===== src/rtl/contador_monitor_if.sv =====
// contador_monitor_if: bundles the signals that a contador_monitor observes and produces.
//
// Observed counter stimulus: dut_reset, enable, mode[1:0], d[3:0]
// Observed counter outputs:  q[3:0], load
// Monitor results:           q_exp[3:0], carry, locked, err, err_count[ERR_W-1:0]
//
// master: the environment (drives the counter side, reads the monitor results)
// slave:  the monitor
interface contador_monitor_if #(
   parameter int unsigned ERR_W = 8
);
   logic             dut_reset;
   logic             enable;
   logic [1:0]       mode;
   logic [3:0]       d;
   logic [3:0]       q;
   logic             load;
   logic [3:0]       q_exp;
   logic             carry;
   logic             locked;
   logic             err;
   logic [ERR_W-1:0] err_count;

   modport master (
      output dut_reset, enable, mode, d, q, load,
      input  q_exp, carry, locked, err, err_count
   );

   modport slave (
      input  dut_reset, enable, mode, d, q, load,
      output q_exp, carry, locked, err, err_count
   );
endinterface


===== src/rtl/contador_monitor.sv =====
// contador_monitor: receive-side monitor for the 4-bit mode counter.
//
// Predicts the counter's Q/load from its observed stimulus, compares the prediction with the
// observed outputs one cycle later, flags mismatches and keeps a saturating error count. The
// counter's half-cycle rco is regenerated as a registered full-cycle carry.
//
// Ports:
//   clk_i    rising-edge clock
//   reset_i  synchronous active-high monitor reset
//   mon_if   contador_monitor_if.slave (observed stimulus/outputs in, predictions/flags out)
// Parameters:
//   ERR_W     width of err_count
//   MISS_MAX  consecutive mismatches in TRACK before lock is dropped (1..15)
// Configuration macro:
//   MON_STICKY_EN  when defined, err latches on the first mismatch until reset_i;
//                  otherwise err is a one-cycle pulse per mismatch.
module contador_monitor #(
   parameter int unsigned ERR_W    = 8,
   parameter int unsigned MISS_MAX = 3
) (
   input logic               clk_i,
   input logic               reset_i,
   contador_monitor_if.slave mon_if
);

   localparam logic [3:0]       MissMax = 4'(MISS_MAX);
   localparam logic [ERR_W-1:0] ErrMax  = {ERR_W{1'b1}};

   typedef enum logic [0:0] {StSeek, StTrack} state_e;

   state_e           state_q, state_d;
   logic [3:0]       miss_q, miss_d;
   logic [3:0]       q_exp_q, q_exp_d;
   logic             ld_exp_q, ld_exp_d;
   logic             carry_q, carry_d;
   logic             locked_q, locked_d;
   logic             err_q, err_d;
   logic [ERR_W-1:0] err_cnt_q, err_cnt_d;

   logic             mismatch;
   logic [3:0]       ref_q;
   logic             ref_ld;
   logic [3:0]       miss_inc;

   // Comparison and choice of the reference the counter model is applied to.
   always_comb begin
      mismatch = (state_q == StTrack) &&
                 ((mon_if.q != q_exp_q) || (mon_if.load != ld_exp_q));
      // In SEEK the observation is adopted; in TRACK a miss resynchronizes to it.
      if ((state_q == StSeek) || mismatch) begin
         ref_q  = mon_if.q;
         ref_ld = mon_if.load;
      end else begin
         ref_q  = q_exp_q;
         ref_ld = ld_exp_q;
      end
   end

   // Counter model; dut_reset wins over every mode.
   always_comb begin
      q_exp_d  = ref_q;
      ld_exp_d = ref_ld;
      carry_d  = 1'b0;
      if (mon_if.dut_reset) begin
         q_exp_d  = 4'd0;
         ld_exp_d = 1'b0;
      end else begin
         unique case (mon_if.mode)
            2'b00: begin
               if (mon_if.enable) begin
                  q_exp_d  = ref_q + 4'd1;
                  ld_exp_d = 1'b0;
                  carry_d  = (q_exp_d == 4'hF);
               end
            end
            2'b01: begin
               q_exp_d  = ref_q - 4'd1;
               ld_exp_d = 1'b0;
               carry_d  = (q_exp_d == 4'h0);
            end
            2'b10: begin
               q_exp_d  = ref_q + 4'd3;
               ld_exp_d = 1'b0;
               carry_d  = (q_exp_d == 4'hF);
            end
            2'b11: begin
               q_exp_d  = mon_if.d;
               ld_exp_d = 1'b1;
            end
            default: ;
         endcase
      end
   end

   // FSM: state register.
   always_ff @(posedge clk_i) begin
      if (reset_i) begin
         state_q <= StSeek;
         miss_q  <= 4'd0;
      end else begin
         state_q <= state_d;
         miss_q  <= miss_d;
      end
   end

   // FSM: next state.
   assign miss_inc = miss_q + 4'd1;

   always_comb begin
      state_d = state_q;
      miss_d  = miss_q;
      unique case (state_q)
         StSeek: begin
            state_d = StTrack;
            miss_d  = 4'd0;
         end
         StTrack: begin
            if (mismatch) begin
               if (miss_inc >= MissMax) begin
                  state_d = StSeek;
                  miss_d  = 4'd0;
               end else begin
                  miss_d = miss_inc;
               end
            end else begin
               miss_d = 4'd0;
            end
         end
         default: begin
            state_d = StSeek;
            miss_d  = 4'd0;
         end
      endcase
   end

   // FSM: outputs. locked rises one cycle after leaving SEEK, falls on the edge entering it.
   always_comb begin
      locked_d = (state_q == StTrack) && (state_d == StTrack);
`ifdef MON_STICKY_EN
      err_d = err_q | mismatch;
`else
      err_d = mismatch;
`endif
      err_cnt_d = err_cnt_q;
      if (mismatch && (err_cnt_q != ErrMax)) begin
         err_cnt_d = err_cnt_q + ERR_W'(1);
      end
   end

   always_ff @(posedge clk_i) begin
      if (reset_i) begin
         q_exp_q   <= 4'd0;
         ld_exp_q  <= 1'b0;
         carry_q   <= 1'b0;
         locked_q  <= 1'b0;
         err_q     <= 1'b0;
         err_cnt_q <= '0;
      end else begin
         q_exp_q   <= q_exp_d;
         ld_exp_q  <= ld_exp_d;
         carry_q   <= carry_d;
         locked_q  <= locked_d;
         err_q     <= err_d;
         err_cnt_q <= err_cnt_d;
      end
   end

   assign mon_if.q_exp     = q_exp_q;
   assign mon_if.carry     = carry_q;
   assign mon_if.locked    = locked_q;
   assign mon_if.err       = err_q;
   assign mon_if.err_count = err_cnt_q;

endmodule


===== src/flat_wrapper.sv =====
// flat-port wrapper written by rule: the top's interface ports become plain ports
module contador_monitor_flat 
#(
   parameter int unsigned ERR_W    = 8,
   parameter int unsigned MISS_MAX = 3
)
  (clk_i, reset_i, mon_if_dut_reset, mon_if_enable, mon_if_mode, mon_if_d, mon_if_q, mon_if_load, mon_if_q_exp, mon_if_carry, mon_if_locked, mon_if_err, mon_if_err_count);
  contador_monitor_if #(.ERR_W(ERR_W)) mon_if_i ();
  input logic clk_i;
  input logic reset_i;
  input wire logic [$bits(mon_if_i.dut_reset)-1:0] mon_if_dut_reset;
  input wire logic [$bits(mon_if_i.enable)-1:0] mon_if_enable;
  input wire logic [$bits(mon_if_i.mode)-1:0] mon_if_mode;
  input wire logic [$bits(mon_if_i.d)-1:0] mon_if_d;
  input wire logic [$bits(mon_if_i.q)-1:0] mon_if_q;
  input wire logic [$bits(mon_if_i.load)-1:0] mon_if_load;
  output wire logic [$bits(mon_if_i.q_exp)-1:0] mon_if_q_exp;
  output wire logic [$bits(mon_if_i.carry)-1:0] mon_if_carry;
  output wire logic [$bits(mon_if_i.locked)-1:0] mon_if_locked;
  output wire logic [$bits(mon_if_i.err)-1:0] mon_if_err;
  output wire logic [$bits(mon_if_i.err_count)-1:0] mon_if_err_count;
  assign mon_if_i.dut_reset = mon_if_dut_reset;
  assign mon_if_i.enable = mon_if_enable;
  assign mon_if_i.mode = mon_if_mode;
  assign mon_if_i.d = mon_if_d;
  assign mon_if_i.q = mon_if_q;
  assign mon_if_i.load = mon_if_load;
  assign mon_if_q_exp = mon_if_i.q_exp;
  assign mon_if_carry = mon_if_i.carry;
  assign mon_if_locked = mon_if_i.locked;
  assign mon_if_err = mon_if_i.err;
  assign mon_if_err_count = mon_if_i.err_count;
  contador_monitor #(.ERR_W(ERR_W), .MISS_MAX(MISS_MAX)) u_core (.clk_i(clk_i), .reset_i(reset_i), .mon_if(mon_if_i));
endmodule

===== config.mk =====
export PLATFORM = sky130hd
export DESIGN_NAME = contador_monitor_flat
export DESIGN_NICKNAME = d
export VERILOG_FILES = /design/src/rtl/contador_monitor_if.sv /design/src/rtl/contador_monitor.sv /design/src/flat_wrapper.sv
export SDC_FILE = /design/constraint.sdc
export NUM_CORES = 1
export LEC_CHECK = 0
export ABC_AREA = 1
export CORE_MARGIN = 1
export CORE_UTILIZATION = 53
export CTS_CLUSTER_SIZE = 30
export DETAILED_ROUTE_END_ITERATION = 16
export GPL_TIMING_DRIVEN = 0
export PLACE_DENSITY = 0.84
export SETUP_SLACK_MARGIN = 0.02
export SYNTH_ARGS = -nofsm -noshare
export SYNTH_HDL_FRONTEND = slang
export SYNTH_SLANG_ARGS = --single-unit

===== constraint.sdc =====
create_clock -name clk_i -period 2.1 [get_ports clk_i]
set_input_delay 0.21 -clock clk_i [delete_from_list [all_inputs] [get_ports clk_i]]
set_output_delay 0.21 -clock clk_i [all_outputs]
set_load 0.02 [all_outputs]

==> impl_metrics.env, run 1 <==
export IMPL_netlist_cell_type_count=27
export IMPL_timing_setup_critical_path_class="reg -> out"
export IMPL_synth_largest_area_cell="sky130_fd_sc_hd__dfxtp_1"
export IMPL_clk_insertion_delay_late_ps=300
export IMPL_crit_path_top_delay_cell="sky130_fd_sc_hd__clkdlybuf4s50_1"
export IMPL_final_setup_worst_slack_ps=482.3
export IMPL_core_area_sq_um=2276
export IMPL_drc=0
export IMPL_wirelength_met1_microns=1262
export IMPL_status="complete, no violations"
export IMPL_comb_power_share_pct=22.5
export IMPL_yosys_mux_area_fraction_pct=0
export IMPL_syn_inst=189
export IMPL_synth_main_ff_cell="sky130_fd_sc_hd__dfxtp_1"
export IMPL_post_synth_instance_area_sq_um=1313
export IMPL_synthSimpleGateAreaFrac_pct=36.03
export IMPL_postCtsResizedCells=0
export IMPL_max_cap_violations=0
export IMPL_path_cells="clkdlybuf4s50_1"
export IMPL_initialDrtViolationCount=39
export IMPL_arrival_ps=1410
export IMPL_wl_met2_microns=1567
export IMPL_synth_async_reset_ratio_pct=0
export IMPL_final_net_count=245
export IMPL_period_minus_slack_ps=1618
export IMPL_final_hold_violation_count=0
export IMPL_synth_edf_count=0
export IMPL_synth_yosys_seq_area_share_pct=32.03
export IMPL_ctsHtreeMaxLevel=1
export IMPL_dr_wl_met3_microns=119
export IMPL_setup_worst_path_start_class="flop"
export IMPL_cp_max_fanout=6
export IMPL_final_fill_count=185
export IMPL_yosys_top_cells_count="49 x sky130_fd_sc_hd__nand2_1, 23 x sky130_fd_sc_hd__inv_1, 23 x sky130_fd_sc_hd__nor2_1, 21 x sky130_fd_sc_hd__dfxtp_1, 10 x sky130_fd_sc_hd__nand3_1"
export IMPL_grt_overflow_total=0
export IMPL_die_height_microns=51.77
export IMPL_pre_repair_dr_iteration_count=6
export IMPL_final_core_occ_pct=72.46
export IMPL_synth_compound_area_share_pct=6.959
export IMPL_io_pins=30
export IMPL_floorplan_initialDensity_pct=57.67
export IMPL_power_ir_vdd_worst_v=0.0003955
export IMPL_powerDensity_nw_per_um2=485.8
export IMPL_die_area_sq_um=2680
export IMPL_xor_xnor_portion_of_the_synthesized_cell_area_pct=6.006
export IMPL_cts_buffer_depth=2
export IMPL_synth_most_common_cell="sky130_fd_sc_hd__nand2_1"
export IMPL_synthTopCellsByArea="sky130_fd_sc_hd__dfxtp_1 32%, sky130_fd_sc_hd__nand2_1 14%, sky130_fd_sc_hd__ha_1 7.6%"
export IMPL_maxSlewViolCount=0
export IMPL_cts_hold_buf=0
export IMPL_cp_data_required_time_ps=1890
export IMPL_power_report_internal_total_uw=565.1
export IMPL_setup_violations_final=0
export IMPL_synthDominantCellAreaShare_pct=32.03
export IMPL_cts_repair_timing_setup_buffer_count=0
export IMPL_die_width_microns=51.77
export IMPL_grt_pass1_wl_microns=5175
export IMPL_register_share_of_total_power_pct=53.1
export IMPL_cp_slowest_stage_delay_ps=650
export IMPL_skew_ps=1.812
export IMPL_postRouteWirelength_microns=3001
export IMPL_gp_congestion=0.9241
export IMPL_cts_reportedPaths_clkPinSlew_ps=120
export IMPL_fmax_mhz=618.2
export IMPL_power_leakage_uw=0.0007333
export IMPL_critPathTopFamily="buffers and inverters"
export IMPL_synthToLayoutAreaGrowth_pct=25.64
export IMPL_ys_warnings_count=0
export IMPL_ys_seq_elements=21
export IMPL_grt_antenna_before_repair=0
export IMPL_detail_route_antenna_nets=0
export IMPL_grt_util_all_layers_pct=25.83
export IMPL_post_dp_hpwl_microns=2402
export IMPL_post_synth_fa_ha_maj_area_fraction_pct=7.626
export IMPL_routed_wire_length_per_instance_microns=12.05
export IMPL_sw_frac_of_total_pct=29.45
export IMPL_placementRows=17
export IMPL_holdCritPathClass="in -> reg"
export IMPL_clock_tree_from_tritoncts="yes"
export IMPL_totalNegativeSetupSlack_ps=0
export IMPL_dominant_combinational_cell_family_by_area_after_synthesis="simple AND/OR/NAND/NOR gates"
export IMPL_n_antenna_cell=0
export IMPL_cts_sinks=21
export IMPL_timing_critical_path_to_type="output pin"
export IMPL_top_signal_layer_used="met4"
export IMPL_route_vias_total=1298
export IMPL_postSynthAreaPerCell_sq_um=6.944
export IMPL_detailedPlace_worstSlack_ps=197.6
export IMPL_grt_pass1_vias=1230
export IMPL_grt_max_degree=13
export IMPL_power_share_clock_pct=24.4
export IMPL_timing_critical_path_buf_inv=1
export IMPL_port_buffers=27
export IMPL_cts_root_cell="sky130_fd_sc_hd__clkbuf_4"
export IMPL_post_route_cells_drive_above_1_share_pct=8.145
export IMPL_grt_setup_unrepaired="false"
export IMPL_timing_final_crit_share_pct=77.03
export IMPL_cts_inserted_buffers=3
export IMPL_switching_power_uw=236.0
export IMPL_via_per_inst=5.213
==> path summary, 6_finish.rpt <==
check / depth (start not counted) / slack, ps / start / end
hold / removal: 2 / 110 / reset_i / u_core.mon_if.err_count[7]$_SDFFE_PP0P_
hold reg to reg: 1 / 480 / u_core.miss_q[0]$_SDFF_PP0_ / u_core.miss_q[0]$_SDFF_PP0_
setup / recovery: 1 / 480 / u_core.mon_if.err_count[2]$_SDFFE_PP0P_ / mon_if_err_count[2]
setup reg to reg: 7 / 520 / u_core.mon_if.err_count[0]$_SDFFE_PP0P_ / u_core.mon_if.err_count[1]$_SDFFE_PP0P_
==> metal layers <==
layer | vias up | GRT usage [%]
li1 | 661 | -
met1 | 579 | 28.16
met2 | 52 | 48.92
met3 | 6 | 4.094
met4 | 0 | 10.36
met5 | - | 0
==> metrics by stage <==
step / total power [uW] / hold WS [ps] / std cells / area [sq um]
CTS: 806.0 / 108.1 / 249 / 1649
global placement: 605.2 / 438.9 / 245 / 1622
detailed placement: 612.2 / 446.7 / 245 / 1622
floorplan: 541.3 / 352.9 / 190 / 1316
global route: 846.2 / 102.2 / 249 / 1649
finish: 801.1 / 113.6 / 249 / 1649
==> layout make-up <==
cell class	count	area, sq um	area share, %
Multi-Input combinational cell	138	750.7	45.52
Sequential cell	21	420.4	25.49
Timing Repair Buffer	27	270.3	16.39
Tap cell	28	35.03	2.124
Inverter	26	97.59	5.918
Buffer	5	47.55	2.883
Clock buffer	3	22.52	1.366
Clock inverter	1	5.005	0.3035
==> layout by cell type, fill, tap and decap left out, types with 4 or more instances in the layout <==
cell and n:
sky130_fd_sc_hd__nand4_1 7, sky130_fd_sc_hd__ha_1 8, sky130_fd_sc_hd__a21oi_1 9, sky130_fd_sc_hd__dfxtp_1 21, sky130_fd_sc_hd__clkdlybuf4s50_1 27, sky130_fd_sc_hd__nand3_1 10, sky130_fd_sc_hd__inv_1 23, sky130_fd_sc_hd__nor2_1 23
sky130_fd_sc_hd__xnor2_1 4, sky130_fd_sc_hd__xor2_1 5, sky130_fd_sc_hd__nand2_1 49
==> kinds of logic after synthesis <==
| family | Yosys count |
|---|---|
| adder cells (fa/ha/maj) | 8 |
| AND/OR/NAND/NOR | 102 |
| XOR/XNOR | 9 |
| flip-flops | 21 |
| buffers and inverters | 31 |
| AO/OA/AOI/OAI | 17 |
| other | 1 |
==> power by group through the flow <==
stage,combinational [uW],clock (uW),sequential [uW]
2_1_floorplan,96.0,0,445
3_3_place_gp,172,0,433
3_5_place_dp,178,0,434
4_1_cts,179,202,425
5_1_grt,200,219,428
6_report,180,195,426
==> flip-flops by register name (all words and copies together) (netlist names) <==
register / count
u_core.mon_if.err: 1
u_core.state_q: 1
u_core.miss_q: 4
u_core.mon_if.q_exp: 4
u_core.mon_if.locked: 1
u_core.mon_if.err_count: 8
u_core.mon_if.carry: 1
u_core.ld_exp_q: 1
Note: power is estimated with default switching activity, not from simulation.
==> inputs of run 2 (changes only) <==
--- a/config.mk
+++ b/config.mk
@@ -7,11 +7,11 @@
 export LEC_CHECK = 0
 export ABC_AREA = 1
 export CORE_MARGIN = 1
-export CORE_UTILIZATION = 53
+export CORE_UTILIZATION = 49
 export CTS_CLUSTER_SIZE = 30
 export DETAILED_ROUTE_END_ITERATION = 16
 export GPL_TIMING_DRIVEN = 0
-export PLACE_DENSITY = 0.84
+export PLACE_DENSITY = 0.78
 export SETUP_SLACK_MARGIN = 0.02
 export SYNTH_ARGS = -nofsm -noshare
 export SYNTH_HDL_FRONTEND = slang
==> constraint.sdc (replaced) <==
create_clock -name clk_i -period 1.5 [get_ports clk_i]
set_input_delay 0.15 -clock clk_i [delete_from_list [all_inputs] [get_ports clk_i]]
set_output_delay 0.15 -clock clk_i [all_outputs]
set_load 0.02 [all_outputs]
==> run 2 against run 1 <==
  * Combinational power up 41%
  * Clock power up 36%
  * Register-to-register slack got worse by 420 ps
  * Routed wire length shrank 1.5%
  * Non-clock buffer count up 3
  * Via count rose by 2.3%
==> impl_metrics.env, run 2 (synthesis gave the netlist of run 1 again) <==
export IMPL_status="complete, no violations"
export IMPL_maxSlewViolCount=0
export IMPL_power_ir_vdd_worst_v=0.0004550
export IMPL_floorplan_initialDensity_pct=52.50
export IMPL_clock_tree_from_tritoncts="yes"
export IMPL_grt_overflow_total=0
export IMPL_regArea_sq_um=427.9
export IMPL_port_buffers=27
export IMPL_synthToLayoutAreaGrowth_pct=30.79
export IMPL_grt_max_degree=12
export IMPL_final_setup_worst_slack_ps=75.73
export IMPL_io_pins=30
export IMPL_die_area_sq_um=2890
export IMPL_holdCritPathClass="in -> reg"
export IMPL_core_area_sq_um=2500
export IMPL_max_cap_violations=0
export IMPL_cts_reportedPaths_clkPinSlew_ps=120
export IMPL_report_power_total_uw=1116
export IMPL_placementRows=18
export IMPL_clk_insertion_delay_late_ps=300
export IMPL_critPathTopFamily="buffers and inverters"
export IMPL_cts_sinks=21
export IMPL_timing_critical_path_to_type="output pin"
export IMPL_die_width_microns=53.76
export IMPL_number_of_flip_flops_under_the_largest_register_name=8
export IMPL_drc=0
export IMPL_postRouteWirelength_microns=2955
export IMPL_grt_antenna_before_repair=0
export IMPL_place_area_sq_um=1627
export IMPL_dp_cells=247
export IMPL_fmax_mhz=702.1
export IMPL_die_height_microns=53.76
export IMPL_timing_setup_critical_path_class="reg -> out"
export IMPL_grt_pass1_vias=1196
export IMPL_path_cells="clkdlybuf4s50_1"
export IMPL_power_leakage_uw=0.0008729
export IMPL_grt_util_all_layers_pct=22.71
export IMPL_arrival_ps=1270
export IMPL_cts_buffer_depth=2
export IMPL_cp_data_required_time_ps=1350
export IMPL_period_minus_slack_ps=1424
export IMPL_skew_ps=11.11
export IMPL_timing_final_crit_share_pct=94.95
export IMPL_pre_repair_dr_iteration_count=4
export IMPL_cts_inserted_buffers=3
export IMPL_timing_critical_path_buf_inv=1
export IMPL_final_fill_count=231
export IMPL_crit_path_top_delay_cell="sky130_fd_sc_hd__clkdlybuf4s50_1"
export IMPL_initialDrtViolationCount=31
export IMPL_cp_max_fanout=3
export IMPL_setup_worst_path_start_class="flop"
export IMPL_cts_hold_buf=0
export IMPL_final_net_count=248
export IMPL_routed_wire_length_per_instance_microns=11.63
export IMPL_finish_instance_area_sq_um=1717
export IMPL_setup_violations_final=0
export IMPL_route_vias_total=1328
export IMPL_leading_cell_types_in_the_layout_fill_and_taps_excluded="49 x sky130_fd_sc_hd__nand2_1, 23 x sky130_fd_sc_hd__inv_1, 23 x sky130_fd_sc_hd__nor2_1, 19 x sky130_fd_sc_hd__dfxtp_1, 14 x sky130_fd_sc_hd__clkdlybuf4s50_1"
export IMPL_n_antenna_cell=0
export IMPL_cts_root_cell="sky130_fd_sc_hd__clkbuf_4"
export IMPL_powerDensity_nw_per_um2=649.9
export IMPL_detail_route_antenna_nets=0
export IMPL_final_core_occ_pct=68.67
export IMPL_post_route_cells_drive_above_1_share_pct=10.71
export IMPL_ctsHtreeMaxLevel=1
export IMPL_final_hold_violation_count=0
export IMPL_via_per_inst=5.228
export IMPL_grt_pass1_wl_microns=4795
export IMPL_final_cell_count_no_fill=254
export IMPL_final_common_cell="sky130_fd_sc_hd__nand2_1"
export IMPL_gp_congestion=0.8924
export IMPL_post_dp_hpwl_microns=2276
export IMPL_grt_setup_unrepaired="false"
export IMPL_cp_slowest_stage_delay_ps=610
export IMPL_multiInputGateArea_sq_um=768.2
export IMPL_detailedPlace_worstSlack_ps=-364.0
-- run 2: cell types whose count changed in the layout (fill, tap and decap cells not counted), sizes merged --
cell / before / now
clkbuf: 6 / 7
dlygate4sd2: 0 / 7
buf: 1 / 4
clkdlybuf4s50: 27 / 14
dlymetal6s2s: 0 / 6
clkinv: 1 / 0
-- run 2: what timing repair did --
item	in CTS	in global routing
resized for setup	10	8
pin swaps	3	3
buffers inserted	3	0
endpoints found under the setup margin	15	14
gates cloned	0	0
-- run 2: stage by stage --
step | TNS [ps] | hold WS (ps)
after CTS | 0 | 51.12
after global placement | -2182 | 380.6
after detailed placement | -2986 | 387.7
final | 0 | 61.07
after floorplan | 0 | 292.9
after global routing | 0 | 40.01
-- run 2: power breakdown --
group	switching (uW)	internal (uW)	total (uW)
Clock	162	104	265
Sequential	18.5	579	597
Combinational	140	114	253
-- run 2: worst paths after layout --
check,from,cells after the start,end,slack [ps]
worst max-delay path,u_core.mon_if.err_count[6]$_SDFFE_PP0P_,1,mon_if_err_count[6],80
worst min-delay path,reset_i,2,u_core.mon_if.err_count[1]$_SDFFE_PP0P_,60
worst max register to register,u_core.mon_if.err_count[0]$_SDFFE_PP0P_,7,u_core.mon_if.err_count[5]$_SDFFE_PP0P_,100
worst min register to register,u_core.miss_q[0]$_SDFF_PP0_,1,u_core.miss_q[0]$_SDFF_PP0_,470
-- run 2: routing by layer --
layer | vias to the layer above | global-route usage, % | wire length, microns
met5 | - | 0 | 0
met4 | 0 | 8.333 | 62
met3 | 6 | 4.802 | 136
met2 | 47 | 42.80 | 1512
met1 | 611 | 24.32 | 1244
li1 | 664 | - | -
-- run 2: layout make-up --
cell class                 instances  area share, %
multi-input combinational        138          44.75
sequential                        21          24.93
timing repair buffer              30          18.15
inverter                          26          5.685
buffer                             5          2.770
tap                               30          2.187
clock buffer                       4          1.531
==> inputs of run 3 (changes only) <==
--- a/config.mk
+++ b/config.mk
@@ -8,7 +8,6 @@
 export ABC_AREA = 1
 export CORE_MARGIN = 1
 export CORE_UTILIZATION = 49
-export CTS_CLUSTER_SIZE = 30
 export DETAILED_ROUTE_END_ITERATION = 16
 export GPL_TIMING_DRIVEN = 0
 export PLACE_DENSITY = 0.78
==> results of run 3 <==
Final layout, timing and power as in run 2 (identical DEF).
